**src/rtl/fetch_pkg.sv**
```systemverilog
// Shared definitions for the instruction fetch sequencer: default widths,
// the all-zero halt word and the sequencer state type.
package fetch_pkg;

  localparam int unsigned FETCH_ADDR_W  = 4;
  localparam int unsigned FETCH_INSTR_W = 16;

  // Unprogrammed-memory fill pattern; treated as a halt when the zero-halt feature is built in.
  localparam logic [FETCH_INSTR_W-1:0] HALT_WORD = '0;

  typedef enum logic [1:0] {
    ST_IDLE = 2'd0,
    ST_RUN  = 2'd1,
    ST_HALT = 2'd2
  } state_e;

endpackage

```
**src/rtl/fetch_pc.sv**
```systemverilog
// Program counter register: clear to 0, load a redirect target, or
// increment with natural wrap at 2^ADDR_W. Priority: clear > load > inc.
module fetch_pc
  import fetch_pkg::*;
#(
  parameter int unsigned ADDR_W = FETCH_ADDR_W
) (
  input  logic              clk,
  input  logic              rst,
  input  logic              clr_i,
  input  logic              load_i,
  input  logic [ADDR_W-1:0] target_i,
  input  logic              inc_i,
  output logic [ADDR_W-1:0] pc_o
);

  logic [ADDR_W-1:0] pc_q;
  logic [ADDR_W-1:0] pc_d;

  // Next PC selection; the adder drops its carry so 2^ADDR_W-1 wraps to 0.
  always_comb begin
    pc_d = pc_q;
    if (clr_i) begin
      pc_d = '0;
    end else if (load_i) begin
      pc_d = target_i;
    end else if (inc_i) begin
      pc_d = pc_q + ADDR_W'(1);
    end
  end

  // PC register with asynchronous reset to address 0.
  always_ff @(posedge clk or posedge rst) begin
    if (rst) begin
      pc_q <= '0;
    end else begin
      pc_q <= pc_d;
    end
  end

  assign pc_o = pc_q;

endmodule

```
**src/rtl/fetch_sequencer.sv**
```systemverilog
// Instruction fetch sequencer: walks the PC through a combinational
// instruction memory into a single-entry instruction register with
// valid/ready handshake and branch redirect.
// Optional feature macro FETCH_ZERO_HALT_EN: an all-zero word stops
// fetching and parks the sequencer in HALT until the next start.
module fetch_sequencer
  import fetch_pkg::*;
#(
  parameter int unsigned ADDR_W  = FETCH_ADDR_W,
  parameter int unsigned INSTR_W = FETCH_INSTR_W
) (
  input  logic               clk,
  input  logic               rst,
  input  logic               start,
  output logic [ADDR_W-1:0]  imem_addr,
  input  logic [INSTR_W-1:0] imem_instr,
  output logic               ir_valid,
  input  logic               ir_ready,
  output logic [INSTR_W-1:0] ir_instr,
  output logic [ADDR_W-1:0]  ir_pc,
  input  logic               br_valid,
  input  logic [ADDR_W-1:0]  br_target,
  output logic               busy,
  output logic               halted
);

  state_e             state_q;
  state_e             state_d;
  logic               ir_valid_q;
  logic               ir_valid_d;
  logic [INSTR_W-1:0] ir_instr_q;
  logic [ADDR_W-1:0]  ir_pc_q;
  logic               busy_q;
  logic [ADDR_W-1:0]  pc;

  logic               attempt_c;
  logic               load_c;
  logic               halt_go_c;
  logic               pc_clr_c;
  logic               pc_br_c;

  // Fetch decisions: a fetch is attempted when running, the IR slot frees
  // this cycle and no redirect is pending.
  always_comb begin
    attempt_c = (state_q == ST_RUN) && (!ir_valid_q || ir_ready) && !br_valid;
`ifdef FETCH_ZERO_HALT_EN
    halt_go_c = attempt_c && (imem_instr == INSTR_W'(HALT_WORD));
`else
    halt_go_c = 1'b0;
`endif
    load_c    = attempt_c && !halt_go_c;
    pc_clr_c  = start && (state_q != ST_RUN);
    pc_br_c   = (state_q == ST_RUN) && br_valid;
  end

  // Next state and next IR-valid; a branch wins over a pending accept.
  always_comb begin
    state_d    = state_q;
    ir_valid_d = ir_valid_q;
    case (state_q)
      ST_IDLE: begin
        if (start) begin
          state_d    = ST_RUN;
          ir_valid_d = 1'b0;
        end
      end
      ST_RUN: begin
        if (br_valid) begin
          ir_valid_d = 1'b0;
        end else if (load_c) begin
          ir_valid_d = 1'b1;
        end else if (halt_go_c) begin
          state_d    = ST_HALT;
          ir_valid_d = ir_valid_q && !ir_ready;
        end
      end
      ST_HALT: begin
        if (start) begin
          state_d    = ST_RUN;
          ir_valid_d = 1'b0;
        end else if (ir_ready) begin
          ir_valid_d = 1'b0;
        end
      end
      default: begin
        state_d    = ST_IDLE;
        ir_valid_d = 1'b0;
      end
    endcase
  end

  // State, status flags and instruction register.
  always_ff @(posedge clk or posedge rst) begin
    if (rst) begin
      state_q    <= ST_IDLE;
      busy_q     <= 1'b0;
      ir_valid_q <= 1'b0;
      ir_instr_q <= '0;
      ir_pc_q    <= '0;
    end else begin
      state_q    <= state_d;
      busy_q     <= (state_d == ST_RUN);
      ir_valid_q <= ir_valid_d;
      if (load_c) begin
        ir_instr_q <= imem_instr;
        ir_pc_q    <= pc;
      end
    end
  end

`ifdef FETCH_ZERO_HALT_EN
  logic halted_q;

  // Halt flag tracks entry into and exit from HALT.
  always_ff @(posedge clk or posedge rst) begin
    if (rst) begin
      halted_q <= 1'b0;
    end else begin
      halted_q <= (state_d == ST_HALT);
    end
  end

  assign halted = halted_q;
`else
  assign halted = 1'b0;
`endif

  fetch_pc #(
    .ADDR_W (ADDR_W)
  ) u_pc (
    .clk      (clk),
    .rst      (rst),
    .clr_i    (pc_clr_c),
    .load_i   (pc_br_c),
    .target_i (br_target),
    .inc_i    (load_c),
    .pc_o     (pc)
  );

  assign imem_addr = pc;
  assign ir_valid  = ir_valid_q;
  assign ir_instr  = ir_instr_q;
  assign ir_pc     = ir_pc_q;
  assign busy      = busy_q;

endmodule

```
**config.mk**
```make
export PLATFORM = sky130hd
export DESIGN_NAME = fetch_sequencer
export DESIGN_NICKNAME = d
export VERILOG_FILES = /design/src/rtl/fetch_pkg.sv /design/src/rtl/fetch_pc.sv /design/src/rtl/fetch_sequencer.sv
export SDC_FILE = /design/constraint.sdc
export NUM_CORES = 1
export LEC_CHECK = 0
export ABC_AREA = 1
export BUFFER_PORTS_ARGS = -buffer_cell sky130_fd_sc_hd__buf_2
export CORE_ASPECT_RATIO = 0.9
export CORE_MARGIN = 5
export CORE_UTILIZATION = 33
export CTS_CLUSTER_SIZE = 20
export DETAILED_ROUTE_END_ITERATION = 6
export PLACE_DENSITY = 0.56
export SETUP_SLACK_MARGIN = 0.2
export SLEW_MARGIN = 20
export SYNTH_ARGS = -nofsm -noshare
export SYNTH_HDL_FRONTEND = slang
export SYNTH_HIERARCHICAL = 1
export SYNTH_SLANG_ARGS = --single-unit
```
**constraint.sdc**
```tcl
create_clock -name clk -period 1.62 [get_ports clk]
set_input_delay 0 -clock clk [delete_from_list [all_inputs] [get_ports clk]]
set_output_delay 0 -clock clk [all_outputs]
set_load 0.01 [all_outputs]
```
==> results.sh, run 1 <==
export IMPL_detail_route_first_pass_iterations=4
export IMPL_met3_usage_pct=2.32
export IMPL_nNetsFinal=245
export IMPL_finalClockSkew_ns=0.00477
export IMPL_area_growth_syn_to_layout_pct=41.9
export IMPL_critPathBufInv=1
export IMPL_ir_worst_vdd_mv=0.345
export IMPL_leakage_nw=0.990
export IMPL_die_height_microns=68.9
export IMPL_synth_edf_count=0
export IMPL_seqCellArea_sq_um=676
export IMPL_die_area_sq_um=5200
export IMPL_layout_commonest_cell="nand2_1"
export IMPL_drt_iter0_drc=80
export IMPL_synth_seq_area_share_pct=53.0
export IMPL_start_util_pct=34.1
export IMPL_critPathKind="reg -> reg"
export IMPL_reg2reg_slack_ns=0.36
export IMPL_grt_pass1_vias=1268
export IMPL_crit_arrival_ns=1.46
export IMPL_design_area_sq_um=1810
export IMPL_final_layout_size_suffix_gt1_share_pct=31.7
export IMPL_grt_pass1_wl_mm=5.66
export IMPL_critPathTopFamily="simple AND/OR/NAND/NOR gates"
export IMPL_wl_per_cell_microns=13.1
export IMPL_place_area_sq_um=1560
export IMPL_grt_most_used_layer="met2"
export IMPL_fin_crit_ns=1.26
export IMPL_dp_hpwl_mm=2.41
export IMPL_cp_slowest_cell="dfrtp_1"
export IMPL_cts_sinks=27
export IMPL_mappedNetlistArea_sq_um=1270
export IMPL_ys_types=24
export IMPL_finalHoldViolations=0
export IMPL_h_tree_depth=1
export IMPL_slowest_delay_ns=0.43
export IMPL_drc=0
export IMPL_hp_class="in -> reg"
export IMPL_vias=1251
export IMPL_final_max_slew_violation_count=0
export IMPL_max_clock_path_buffers=2
export IMPL_setup_violations=0
export IMPL_pre_cts_slack_ns=0.246
export IMPL_gp_congestion=0.863
export IMPL_setup_slack_ns=0.357
export IMPL_cp_max_fo=5
export IMPL_worstSetupEndpointType="flip-flop"
export IMPL_power_per_cell_area_nw_per_um2=888
export IMPL_grt_util_met1_pct=18.0
export IMPL_ys_ff_latch=27
export IMPL_placementRows=21
export IMPL_synth_fp_nets=174
export IMPL_vias_per_cell=4.74
export IMPL_startpoint_type="flip-flop"
export IMPL_wl_mm=3.47
export IMPL_tns_ns=0
export IMPL_coreArea_sq_um=3730
export IMPL_path_cells="inv_2 -> nor2_4 -> nor2_1 -> nor3_2 -> nand2_1 -> o21ai_1"
export IMPL_fin_crit_sh_pct=78.0
export IMPL_multi_input_area_sq_um=508
export IMPL_globalRouteTotalUtil_pct=14.4
export IMPL_ys_flop_type="dfrtp_1"
export IMPL_async_reset_ff_share_pct=100
export IMPL_grt_util_met2_pct=25.0
export IMPL_grt_max_degree=24
export IMPL_cts_tree="done"
export IMPL_ioPinCount=52
export IMPL_numCtsBuffers=3
export IMPL_antenna_cells=0
export IMPL_syn_inst=148
export IMPL_status="completed"
export IMPL_rsz0062_at_grt="false"
export IMPL_die_w_microns=75.5
export IMPL_clock_latency_ns=0.27
export IMPL_fmax_mhz=792
export IMPL_synth_avg_cell_area_sq_um=8.61
export IMPL_io_buffers=50
export IMPL_antenna_found_initial=0
export IMPL_ant_nets=0
export IMPL_grt_overflow_total=0
export IMPL_yosys_warnings=6
export IMPL_cap_violations=0
export IMPL_clk_pin_slew_ns=0.09
export IMPL_layout_common_cells="56 x nand2_1, 50 x buf_2, 27 x dfrtp_1"
export IMPL_cp_data_required_time_ns=1.81
export IMPL_fillCellCount=368
export IMPL_cts_root_buf="clkbuf_8"
## state kept, by name, summed over array words and instances, names as in the netlist
register and count:
busy 1, ir_instr 16, ir_valid 1, ir_pc 4, state_q 1, u_pc/pc_o 4
## worst reg2reg max path, cell delays in order, from the launching register on
cell,delay (ns)
dfrtp_1,0.43
inv_2,0.09
nor2_4,0.13
nor2_1,0.07
nor3_2,0.28
nand2_1,0.09
o21ai_1,0.10
## report_power, final
group	switching, mW	internal (mW)
Clock	0.202	0.172
Combinational	0.214	0.182
Sequential	0.0715	0.763
Total	0.488	1.12
## cell usage after synthesis, drive strengths merged (2+ instances only)
cell type,number,area share [%]
inv,10,2.9
nor3,2,1.2
nor2,8,3.1
o21ai,5,2.0
nand2,56,17
buf,9,5.0
nand3,3,1.6
nand4,21,10
dfrtp,27,53
## cell type report
cell class                 instances  share of cell area (%)
sequential                        27                    37.4
inverter                          10                    2.08
multi-input combinational        102                    28.1
timing repair buffer              75                    26.7
clock buffer                       3                    2.28
tap                               46                    3.18
clock inverter                     1                   0.277
## metrics by stage
stage | utilization [%] | cells | total power, mW | hold WS (ns)
after floorplan | - | 148 | 1.04 | -0.234
after global placement | 41.8 | 240 | 1.20 | -0.102
after detailed placement | 41.8 | 240 | 1.21 | -0.0947
after CTS | 47.9 | 262 | 1.63 | 0.0189
after global routing | 48.5 | 264 | 1.72 | 0.0266
final | 48.5 | 264 | 1.60 | 0.0206
## logic make-up after synthesis
kind of cell | synth area share (%)
adders and majority gates | 0.982
DFF | 53.0
and+or+nand+nor | 33.8
other | 0.294
AOI/OAI and AO/OA | 3.24
buffers and inverters | 7.96
xor gates and xnor gates | 0.688
## timing repair
action / 4_1_cts / 5_1_grt
gates resized for setup: 0 / 1
buffers inserted: 0 / 2
hold buffers: 18 / 0
setup endpoints to repair: 0 / 24
hold endpoints to repair: 44 / 0
## routing by layer
metal,vias to the layer above,share of wire [%]
met5,-,0
li1,623,-
met2,46,48
met3,4,7.2
met1,578,44
met4,0,0.63
## path summary, 6_finish.rpt
| path | from | endpoint | cells after the start |
|---|---|---|---|
| setup / recovery | busy$_DFF_PP0_ | u_pc/pc_o[0]$_DFFE_PP0P_ | 6 |
| hold / removal | br_target[1] | u_pc/pc_o[1]$_DFFE_PP0P_ | 3 |
| setup reg to reg | busy$_DFF_PP0_ | u_pc/pc_o[0]$_DFFE_PP0P_ | 6 |
| hold reg to reg | ir_instr[9]$_DFFE_PP0P_ | ir_instr[9]$_DFFE_PP0P_ | 2 |
| max in group asynchronous | rst | ir_instr[6]$_DFFE_PP0P_ | 4 |
| min in group asynchronous | rst | u_pc/pc_o[3]$_DFFE_PP0P_ | 3 |
Power figures use the tool's default switching activity.
==> run 2, diff against run 1 <==
==> constraint.sdc (replaced) <==
create_clock -name clk -period 1.2 [get_ports clk]
set_input_delay 0 -clock clk [delete_from_list [all_inputs] [get_ports clk]]
set_output_delay 0 -clock clk [all_outputs]
set_load 0.01 [all_outputs]
==> run 2 against run 1 <==
Compared with the run above: the flow now finishes with violations (setup timing); cell count grew 1.9%; clock skew decreased by 0.0037 ns; first-iteration DRC count is 10% higher; fmax is 4.2% higher; routed wire length up 2.4%; sequential cell count unchanged; setup slack worse by 0.37 ns.
==> results.sh, run 2 (synthesized netlist as in run 1, its figures left out) <==
export IMPL_path_cells="nor3_4 -> buf_6 -> o21bai_4 -> nor2_1 -> o21ai_1 -> nand2_1"
export IMPL_drt_iter0_drc=88
export IMPL_start_util_pct=34.1
export IMPL_design_area_sq_um=1920
export IMPL_fillCellCount=379
export IMPL_startpoint_type="flip-flop"
export IMPL_combPwrFrac_pct=27.0
export IMPL_numCtsBuffers=3
export IMPL_globalRouteTotalUtil_pct=13.8
export IMPL_cts_sinks=27
export IMPL_area_growth_syn_to_layout_pct=50.5
export IMPL_pre_cts_slack_ns=-0.115
export IMPL_h_tree_depth=1
export IMPL_hp_class="in -> reg"
export IMPL_violations="setup timing"
export IMPL_vias_per_cell=4.74
export IMPL_cp_slowest_cell="dfrtp_2"
export IMPL_wl_per_cell_microns=13.2
export IMPL_setup_slack_ns=-0.0118
export IMPL_max_clock_path_buffers=2
export IMPL_swShare_pct=30.6
export IMPL_p_sw_uw=677
export IMPL_antenna_cells=0
export IMPL_rsz0062_at_grt="true"
export IMPL_clkPwrFrac_pct=23.0
export IMPL_cp_max_fo=4
export IMPL_critPathKind="reg -> reg"
export IMPL_coreArea_sq_um=3730
export IMPL_fin_crit_sh_pct=101
export IMPL_nNetsFinal=250
export IMPL_final_layout_size_suffix_gt1_share_pct=36.3
export IMPL_finalClockSkew_ns=0.00110
export IMPL_wl_mm=3.55
export IMPL_power_per_cell_area_nw_per_um2=1160
export IMPL_cts_root_buf="clkbuf_8"
export IMPL_grt_pass1_vias=1278
export IMPL_grt_pass1_wl_mm=5.53
export IMPL_slowest_delay_ns=0.45
export IMPL_layout_commonest_cell="nand2_1"
export IMPL_largest_register_ffs=16
export IMPL_seqCellArea_sq_um=678
export IMPL_place_area_sq_um=1630
export IMPL_antenna_found_initial=0
export IMPL_clock_latency_ns=0.27
export IMPL_die_w_microns=75.5
export IMPL_clk_pin_slew_ns=0.09
export IMPL_die_height_microns=68.9
export IMPL_multi_input_area_sq_um=542
export IMPL_worstSetupEndpointType="flip-flop"
export IMPL_grt_overflow_total=0
export IMPL_cp_data_required_time_ns=1.41
export IMPL_layout_common_cells="55 x nand2_1, 49 x buf_2, 25 x dfrtp_1"
export IMPL_setup_violations=3
export IMPL_ioPinCount=52
export IMPL_dp_hpwl_mm=2.53
export IMPL_internal_power_mw=1.54
export IMPL_ir_worst_vdd_mv=0.492
export IMPL_status="complete, but fails checks"
export IMPL_seq_power_share_pct=50.0
export IMPL_fin_crit_ns=1.21
export IMPL_drc=0
export IMPL_cts_tree="done"
export IMPL_final_max_slew_violation_count=0
export IMPL_die_area_sq_um=5200
export IMPL_ant_nets=0
export IMPL_placementRows=21
export IMPL_io_buffers=50
export IMPL_crit_arrival_ns=1.43
export IMPL_grt_max_degree=24
export IMPL_gp_congestion=0.737
export IMPL_finalHoldViolations=0
export IMPL_fmax_mhz=825
export IMPL_cap_violations=0
export IMPL_leakage_nw=1.03
export IMPL_vias=1274
export IMPL_detail_route_first_pass_iterations=4
[run 2: metal layers]
layer	global-route usage, %	vias up	routed length, microns
li1	-	638	-
met1	17.3	589	1590
met2	24.2	43	1660
met3	2.46	4	248
met4	3.71	0	48
met5	0	-	0
[run 2: timing repair]
action | CTS | global route
pin swaps | 4 | 4
hold endpoints to repair | 43 | 0
buffers inserted | 3 | 0
setup endpoints to repair | 25 | 28
gates resized for setup | 7 | 5
hold buffers | 17 | 0
[run 2: power by group through the flow]
stage	clock, mW	combinational [mW]	sequential [mW]
6_report	0.510	0.597	1.11
5_1_grt	0.563	0.667	1.12
4_1_cts	0.535	0.598	1.11
3_5_place_dp	0	0.543	1.13
3_3_place_gp	0	0.533	1.12
2_1_floorplan	0	0.228	1.19
[run 2: final timing paths]
| check | slack, ns | start | cells after the start | to |
|---|---|---|---|---|
| min in group asynchronous | 0.15 | rst | 3 | u_pc/pc_o[3]$_DFFE_PP0P_ |
| worst max-delay path | -0.01 | state_q[1]$_DFF_PP0_ | 6 | u_pc/pc_o[2]$_DFFE_PP0P_ |
| max in group asynchronous | 0.64 | rst | 4 | state_q[1]$_DFF_PP0_ |
| worst min-delay path | 0.01 | imem_instr[6] | 3 | ir_instr[6]$_DFFE_PP0P_ |
| worst min register to register | 0.48 | ir_instr[2]$_DFFE_PP0P_ | 2 | ir_instr[2]$_DFFE_PP0P_ |
| worst max register to register | -0.01 | state_q[1]$_DFF_PP0_ | 6 | u_pc/pc_o[2]$_DFFE_PP0P_ |
[run 2: metrics by stage]
stage	hold WS (ns)	total power [mW]	cells	TNS (ns)	util, %
5_1_grt	0.0208	2.36	269	-0.410	51.4
3_3_place_gp	-0.0962	1.65	245	-0.0604	43.7
6_report	0.0114	2.22	269	-0.0235	51.4
4_1_cts	0.00419	2.24	269	-0.0190	50.7
2_1_floorplan	-0.234	1.42	148	-0.135	-
3_5_place_dp	-0.101	1.67	245	-0.311	43.7
[run 2: cell type report]
cell class	count	share of cell area (%)
well taps	46	3.00
multi-input cells	102	28.3
clock inverters	1	0.261
flip-flops and latches	27	35.4
repair buffers	80	28.7
clock buffers	3	2.15
inverters	10	2.22
[run 2: critical path, delay by kind of cell (launching register included)]
family	cells	cell delay, ns
flops	1	0.45
simple gates	3	0.40
buf+inv	1	0.16
compound gates	2	0.15
